File: config.mk
export PLATFORM = sky130hd
export DESIGN_NAME = seg7_window_mux_flat
export DESIGN_NICKNAME = d
export VERILOG_FILES = /design/src/rtl/seg7_window_mux_if.sv /design/src/rtl/seg7_window_mux.sv /design/src/flat_wrapper.sv
export SDC_FILE = /design/constraint.sdc
export NUM_CORES = 1
export LEC_CHECK = 0
export CAP_MARGIN = 20
export CORE_MARGIN = 8
export CORE_UTILIZATION = 40
export CTS_CLUSTER_SIZE = 10
export DETAILED_ROUTE_END_ITERATION = 12
export PLACE_DENSITY = 0.75
export SLEW_MARGIN = 10
export SYNTH_ARGS = -nofsm -noshare
export SYNTH_HDL_FRONTEND = slang
export SYNTH_SLANG_ARGS = --single-unit
File: constraint.sdc
create_clock -name CLK -period 4 [get_ports CLK]
set_clock_uncertainty 0.2 [all_clocks]
set_input_delay 0.8 -clock CLK [delete_from_list [all_inputs] [get_ports CLK]]
set_output_delay 0.8 -clock CLK [all_outputs]
set_load 0.05 [all_outputs]
File: src/rtl/seg7_window_mux_if.sv
// Bundle of tap bus, operator controls and display outputs for seg7_window_mux.
// The master side drives taps and controls; the slave side drives the display pins.
interface seg7_window_mux_if;
  logic [63:0] TAPS;
  logic        SHIFT_L;
  logic        SHIFT_R;
  logic        BLANK;
  logic [3:0]  SEG_SELECT;
  logic [7:0]  HEX_OUT;
  logic [3:0]  WINDOW_BASE;

  modport master (
    output TAPS, SHIFT_L, SHIFT_R, BLANK,
    input  SEG_SELECT, HEX_OUT, WINDOW_BASE
  );

  modport slave (
    input  TAPS, SHIFT_L, SHIFT_R, BLANK,
    output SEG_SELECT, HEX_OUT, WINDOW_BASE
  );
endinterface

File: src/rtl/seg7_window_mux.sv
// Shows a movable 4-tap window of a 16x4-bit tap bus on a 4-digit active-low
// seven-segment display, scanning one digit per REFRESH_DIV clocks.
module seg7_window_mux #(
  parameter int unsigned REFRESH_DIV = 100000,
  parameter int unsigned DIV_WIDTH   = 17
) (
  input logic              CLK,
  input logic              RESET,
  seg7_window_mux_if.slave bus
);

  localparam logic [DIV_WIDTH-1:0] CntMax = DIV_WIDTH'(REFRESH_DIV - 1);

  logic [DIV_WIDTH-1:0] cnt_q, cnt_d;
  logic [1:0]           digit_q, digit_d;
  logic [3:0]           base_q, base_d;
  logic                 shl_prev_q, shr_prev_q;
  logic [3:0]           seg_q, seg_d;
  logic [7:0]           hex_q, hex_d;

  logic       cnt_wrap;
  logic       rise_l, rise_r;
  logic [3:0] tap_idx;
  logic [3:0] tap_val;
  logic [6:0] glyph;

  always_comb begin
    cnt_wrap = (cnt_q == CntMax);
    cnt_d    = cnt_wrap ? '0 : cnt_q + 1'b1;
    digit_d  = cnt_wrap ? digit_q + 2'd1 : digit_q;

    // Simultaneous rising edges cancel out.
    rise_l = bus.SHIFT_L & ~shl_prev_q;
    rise_r = bus.SHIFT_R & ~shr_prev_q;
    base_d = base_q;
    if (rise_l && !rise_r) begin
      base_d = base_q + 4'd1;
    end else if (rise_r && !rise_l) begin
      base_d = base_q - 4'd1;
    end
  end

  always_comb begin
    tap_idx = base_q + {2'b00, digit_q};
    tap_val = bus.TAPS[{tap_idx, 2'b00} +: 4];
    glyph   = 7'b1111111;
    unique case (tap_val)
      4'h0: glyph = 7'b1000000;
      4'h1: glyph = 7'b1111001;
      4'h2: glyph = 7'b0100100;
      4'h3: glyph = 7'b0110000;
      4'h4: glyph = 7'b0011001;
      4'h5: glyph = 7'b0010010;
      4'h6: glyph = 7'b0000010;
      4'h7: glyph = 7'b1111000;
      4'h8: glyph = 7'b0000000;
      4'h9: glyph = 7'b0010000;
      4'hA: glyph = 7'b0001000;
      4'hB: glyph = 7'b0000011;
      4'hC: glyph = 7'b1000110;
      4'hD: glyph = 7'b0100001;
      4'hE: glyph = 7'b0000110;
      4'hF: glyph = 7'b0001110;
      default: glyph = 7'b1111111;
    endcase

    // Anode and cathode registers load together so no frame mixes two digits.
    seg_d = bus.BLANK ? 4'b1111 : ~(4'b0001 << digit_q);
    hex_d = {~((digit_q == 2'd0) && (base_q == 4'd0)), glyph};
  end

  always_ff @(posedge CLK) begin
    if (RESET) begin
      cnt_q      <= '0;
      digit_q    <= 2'd0;
      base_q     <= 4'd0;
      // Held buttons are treated as already pressed, so no step after reset.
      shl_prev_q <= bus.SHIFT_L;
      shr_prev_q <= bus.SHIFT_R;
      seg_q      <= 4'b1111;
      hex_q      <= 8'hFF;
    end else begin
      cnt_q      <= cnt_d;
      digit_q    <= digit_d;
      base_q     <= base_d;
      shl_prev_q <= bus.SHIFT_L;
      shr_prev_q <= bus.SHIFT_R;
      seg_q      <= seg_d;
      hex_q      <= hex_d;
    end
  end

  assign bus.SEG_SELECT  = seg_q;
  assign bus.HEX_OUT     = hex_q;
  assign bus.WINDOW_BASE = base_q;

endmodule

File: src/flat_wrapper.sv
// flat-port wrapper written by rule: the top's interface ports become plain ports
module seg7_window_mux_flat 
#(
  parameter int unsigned REFRESH_DIV = 100000,
  parameter int unsigned DIV_WIDTH   = 17
)
  (CLK, RESET, bus_TAPS, bus_SHIFT_L, bus_SHIFT_R, bus_BLANK, bus_SEG_SELECT, bus_HEX_OUT, bus_WINDOW_BASE);
  seg7_window_mux_if bus_i ();
  input logic CLK;
  input logic RESET;
  input wire logic [$bits(bus_i.TAPS)-1:0] bus_TAPS;
  input wire logic [$bits(bus_i.SHIFT_L)-1:0] bus_SHIFT_L;
  input wire logic [$bits(bus_i.SHIFT_R)-1:0] bus_SHIFT_R;
  input wire logic [$bits(bus_i.BLANK)-1:0] bus_BLANK;
  output wire logic [$bits(bus_i.SEG_SELECT)-1:0] bus_SEG_SELECT;
  output wire logic [$bits(bus_i.HEX_OUT)-1:0] bus_HEX_OUT;
  output wire logic [$bits(bus_i.WINDOW_BASE)-1:0] bus_WINDOW_BASE;
  assign bus_i.TAPS = bus_TAPS;
  assign bus_i.SHIFT_L = bus_SHIFT_L;
  assign bus_i.SHIFT_R = bus_SHIFT_R;
  assign bus_i.BLANK = bus_BLANK;
  assign bus_SEG_SELECT = bus_i.SEG_SELECT;
  assign bus_HEX_OUT = bus_i.HEX_OUT;
  assign bus_WINDOW_BASE = bus_i.WINDOW_BASE;
  seg7_window_mux #(.REFRESH_DIV(REFRESH_DIV), .DIV_WIDTH(DIV_WIDTH)) u_core (.CLK(CLK), .RESET(RESET), .bus(bus_i));
endmodule
; After elaboration in Yosys (flattened, before gate mapping)
; Memory sizes are Yosys's and may differ from the RTL's. A register that Yosys moved wholly into a read port is not among the register bits.
; Cells that the tools add are included.
[totals]
reg_bits = 37
mem_bits_ro = 112
out_inout_bits = 16
word_cells = 34
n_memories = 1
[memory_table]
columns = memory, depth, width, rd, rd_clocked_by_memory_dff, write_ports, line_no
row1 = (name not given), 16, 7, 1, 1, 0, seg7_window_mux.sv:47  ; unique case (tap_val)
[classes]
n_addsub = 5
eq_ne = 1
shift = 2
muxes = 2
bitwise_logic = 6
n_reduce_logical = 10
[ops]
columns = cell, n
row1 = $shiftx 64x7->4, 1
row2 = $add 17x1->17 const B, 1
row3 = $eq 17x17->1 const B, 1
row4 = $mux 4, 2
row5 = $add 4x1->4 const B, 1
row6 = $add 4x2->4, 1
row7 = $logic_not 4->1, 1
row8 = $not 4->4, 1
row9 = $reduce_or 2->1, 2
row10 = $shl 1x2->4 const A, 1
row11 = $sub 4x1->4 const B, 1
row12 = $logic_and 1x1->1, 3
row13 = $not 1->1, 3
row14 = $add 2x1->2 const B, 1
row15 = $and 1x1->1, 2
row16 = $logic_not 1->1, 2
row17 = $logic_not 2->1, 1
row18 = $reduce_bool 2->1, 1

; Logic depth before layout (Yosys ltp)
[logic_depth]
ltp_word = 6
ltp_mapped = 12

; Worst setup path before layout
; OpenSTA, ideal clock, no wires.
[synth_path]
path_kind = register -> register
from = reg u_core.base_q[0], in the netlist u_core.bus.WINDOW_BASE[0]
to = reg u_core.hex_q[3], in the netlist u_core.bus.HEX_OUT[3]
t_arrival_ns = 3.470
t_required_ns = 3.674
slack_ns = 0.203
stages_incl_launch_ff = 11
n_path_buf = 2
period_less_slack_ns = 3.797
path_cell_list = dfxtp_1 ha_1 fa_1 clkbuf_1 clkbuf_1 mux4_2 mux4_2 ha_1 or2_0 a211oi_1 a31oi_1
[synth_between]
elab_chain_len = 2
[synth_lines]
columns = item, line_no
row1 = from (decl), seg7_window_mux.sv:16  ; logic [3:0] base_q, base_d;
row2 = from (signal assigned), seg7_window_mux.sv:85  ; base_q <= base_d;
row3 = $add 4x2->4, seg7_window_mux.sv:44  ; tap_idx = base_q + {2'b00, digit_q};
row4 = $shiftx 64x7->4, seg7_window_mux.sv:45  ; tap_val = bus.TAPS[{tap_idx, 2'b00} +: 4];
row5 = to (decl), seg7_window_mux.sv:19  ; logic [7:0] hex_q, hex_d;
; Every way passes these cells.
; A chain may end at the register's enable or synchronous reset.

; Final worst setup path
[layout_path]
from = reg u_core.base_q[0], in the netlist u_core.bus.WINDOW_BASE[0]
to = reg u_core.hex_q[5], in the netlist u_core.bus.HEX_OUT[5]
; Same word-level chain as after synthesis.

==> run_results.csv <==
group,metric,value,unit
status,status,"complete, no violations",
critical_path,crit_path_cell_trace,"ha_1 -> buf_4 -> mux4_1 -> mux2i_1 -> mux2_2 -> inv_1 -> ha_1 -> mux2_2 -> nand2_1 -> o311ai_1",
drt,routed_wirelength,5674,µm
global_routing,grt_overflow,0,
drt,wl_per_cell,15.34,µm
timing,rsz0062_at_grt,"false",
logic_synthesis,syn_avg_cell_area,10.76,µm²
logic_synthesis,synthArstFlopShare,0,
flow_run,maxCapViolCount,0,
drt,detail_route.vias_per_cell,5.143,
cts,cts_setup_buffers,0,
logic_synthesis,synth_nets,296,
cts,cts_resized,0,
logic_synthesis,syn_area,2248,µm²
critical_path,cp.required,3.96,ns
drt,wl_met2,2799,µm
drt,top_layer_used,"met4",
critical_path,slowest_stage,"ha_1",
logic_synthesis,synth_top_family_by_area,"multiplexers",
die,rows,27,
critical_path,crit_family,"multiplexers",
layout,final_util,0.5921,
timing,worstMarginPinSlew,0.5806,ns
layout,drive_gt1_frac,0.09060,
drt,drt_pass1_iterations,4,
drt,wl_met3,541,µm
placed_design,dp_hpwl,4774,µm
timing,period_needed,3.413,ns
cts,cts.sinks,37,
logic_synthesis,synthMuxAreaShare,0.2437,
critical_path,max_stage_delay,0.69,ns
placed_design,dp.cells,362,
logic_synthesis,synth_xor_area_frac,0.07012,
timing,relSlewSlack,0.6130,
logic_synthesis,synthAdderAreaFrac,0.1068,
logic_synthesis,ys_seq_elements,37,
global_routing,grt_pass1_wl,9694,µm
die,coreArea,5473,µm²
logic_synthesis,netlist.area_leader.share,0.3294,
logic_synthesis,yosysTopAreaCell,"dfxtp_1",
layout,antenna_cells,0,
critical_path,crit_path_end_kind,"flip-flop",
min_path,hp-class,"reg -> reg",
placed_design,postPlaceCellArea,3158,µm²
timing,min_period_over_period,0.8532,
die,start_util,0.4108,
cts,root_buffer,"clkbuf_8",
logic_synthesis,synth_common_cells,"dfxtp_1, nor2_1, nand2_1",
critical_path,worst_setup_path_start_kind,"flip-flop",
global_routing,grt_usage,0.1410,
timing,hold_viol,0,
critical_path,crit_path_max_fanout,11,
critical_path,crit_buf_inv,2,
die,die_x,90.98,µm
global_routing,antenna_found_initial,0,
cts,cts_made_buffers,5,
drt,vias,1903,
logic_synthesis,synth_cells,209,
critical_path,critPathArrivalTime,3.37,ns
layout,fin_area,3241,µm²
drt,drt-initial-drc-count,63,
die,die-area,8276,µm²
logic_synthesis,yosys.area_share.simple,0.1553,
die,ioPinCount,85,
logic_synthesis,ys_seq_area_frac,0.3294,
pwr,peakVddDrop,0.2413,mV
timing,slew_violations,0,
cts,path_clk_slew,0.07,ns
drt,drcViolationCount,0,
cts,cts_tree,"yes",
cts,clk_path_buf_depth,2,
drt,postRouteAntennaNets,0,
timing,finalSetupViolCount,0,
layout,area_delta_synth_final,44.13,%
timing,max_freq,293.0,MHz
logic_synthesis,synth_area_leaders,"dfxtp_1, mux4_2, ha_1",
pwr,power.density,402.0,nW/µm²
pwr,leakage,1.266,nW
layout,nets,384,
logic_synthesis,synth-edff-count,0,
layout,layout.cells.non_filler,370,
timing,finalSetupTns,0,ns
logic_synthesis,ys.flop_type,"dfxtp_1",
critical_path,crit_type,"reg -> reg",
placed_design,place_congestion,0.7828,
cts,cts_max_level,2,
logic_synthesis,synth-compound-area-share,0.05843,
cts,hold_buffers,0,
cts,clock_latency,0.29,ns
die,die_h,90.98,µm
global_routing,grt_start_max_net_pins,16,
drt,met1Wirelength,2261,µm
logic_synthesis,synthDistinctLibCells,41,
logic_synthesis,synth_most_common_cell,"dfxtp_1",
placed_design,port_buffers,84,
global_routing,grt_pass1_vias,2065,
logic_synthesis,yosysWarningCount,0,
==> final timing paths <==
path	from	endpoint	slack, ns	cells after the start
worst min-delay path	u_core.cnt_q[0]	u_core.cnt_q[0]	0.27	1
worst max-delay path	u_core.bus.WINDOW_BASE[0]	u_core.bus.HEX_OUT[5]	0.59	10
worst max register to register	u_core.bus.WINDOW_BASE[0]	u_core.bus.HEX_OUT[5]	0.59	10
worst min register to register	u_core.cnt_q[0]	u_core.cnt_q[0]	0.27	1
==> worst register-to-register path, stage by stage, from the launching register on <==
cell,delay [ns]
dfxtp_1,0.38
ha_1,0.69
buf_4,0.26
mux4_1,0.56
mux2i_1,0.15
mux2_2,0.22
inv_1,0.11
ha_1,0.27
mux2_2,0.28
nand2_1,0.07
o311ai_1,0.09
==> flip-flops by register name (all words and copies together), names as in the netlist <==
signal / count
u_core.shr_prev_q: 1
u_core.shl_prev_q: 1
u_core.digit_q: 2
u_core.bus.HEX_OUT: 8
u_core.bus.WINDOW_BASE: 4
u_core.cnt_q: 17
u_core.bus.SEG_SELECT: 4
==> stage by stage <==
| step | hold slack, ns | power (W) | setup slack (ns) |
|---|---|---|---|
| global placement | 0.2310 | 0.001052 | 0.6302 |
| floorplan | 0.2175 | 0.0008687 | 0.2035 |
| global route | 0.2962 | 0.001383 | 0.3586 |
| detailed placement | 0.2434 | 0.001062 | 0.5797 |
| finish | 0.2703 | 0.001303 | 0.5873 |
| CTS | 0.2747 | 0.001315 | 0.5591 |
==> cells in the final DEF (no fill, tap or decap), types with 5 or more instances in the layout <==
cell type,netlist,routed
and3_1,6,6
inv_1,5,5
xor2_1,9,9
ha_1,16,16
clkbuf_8,0,5
nand2_1,17,17
mux2i_1,6,6
dfxtp_1,37,37
o21ai_0,5,5
mux4_2,12,12
nand3_1,7,7
mux4_1,7,7
buf_4,1,5
a21oi_1,8,8
clkdlybuf4s50_1,0,84
xnor2_1,9,9
nor2_1,23,23
==> power by group <==
part | switching, W | internal, W | leakage [nW] | total [W]
Sequential | 0.0000244 | 0.000409 | 0.303 | 0.000434
Clock | 0.000132 | 0.000121 | 0.0450 | 0.000253
Combinational | 0.000322 | 0.000294 | 0.918 | 0.000616
Total | 0.000479 | 0.000824 | 1.27 | 0.00130
==> metal layers <==
| metal | GRT usage | vias up |
|---|---|---|
| met4 | 0.04229 | 0 |
| li1 | - | 937 |
| met1 | 0.1434 | 904 |
| met2 | 0.2467 | 55 |
| met3 | 0.07243 | 7 |
| met5 | 0 | - |
==> layout make-up <==
| type | count | area (µm²) |
|---|---|---|
| Fill cell | 479 | 2232 |
| Multi-Input combinational cell | 158 | 1426 |
| Timing Repair Buffer | 89 | 878.3 |
| Sequential cell | 37 | 740.7 |
| Tap cell | 72 | 90.09 |
| Clock buffer | 6 | 72.57 |
| Inverter | 6 | 22.52 |
| Clock inverter | 2 | 10.01 |
==> logic make-up (layout without fill, tap and decap cells) <==
group | after synthesis | after routing
AND/OR/NAND/NOR | 72 | 72
flip-flops | 37 | 37
multiplexers | 28 | 28
AO/OA/AOI/OAI | 22 | 22
adder cells (fa/ha/maj) | 18 | 18
XOR/XNOR | 18 | 18
buffers and inverters | 14 | 103
Power figures use the tool's default switching activity.
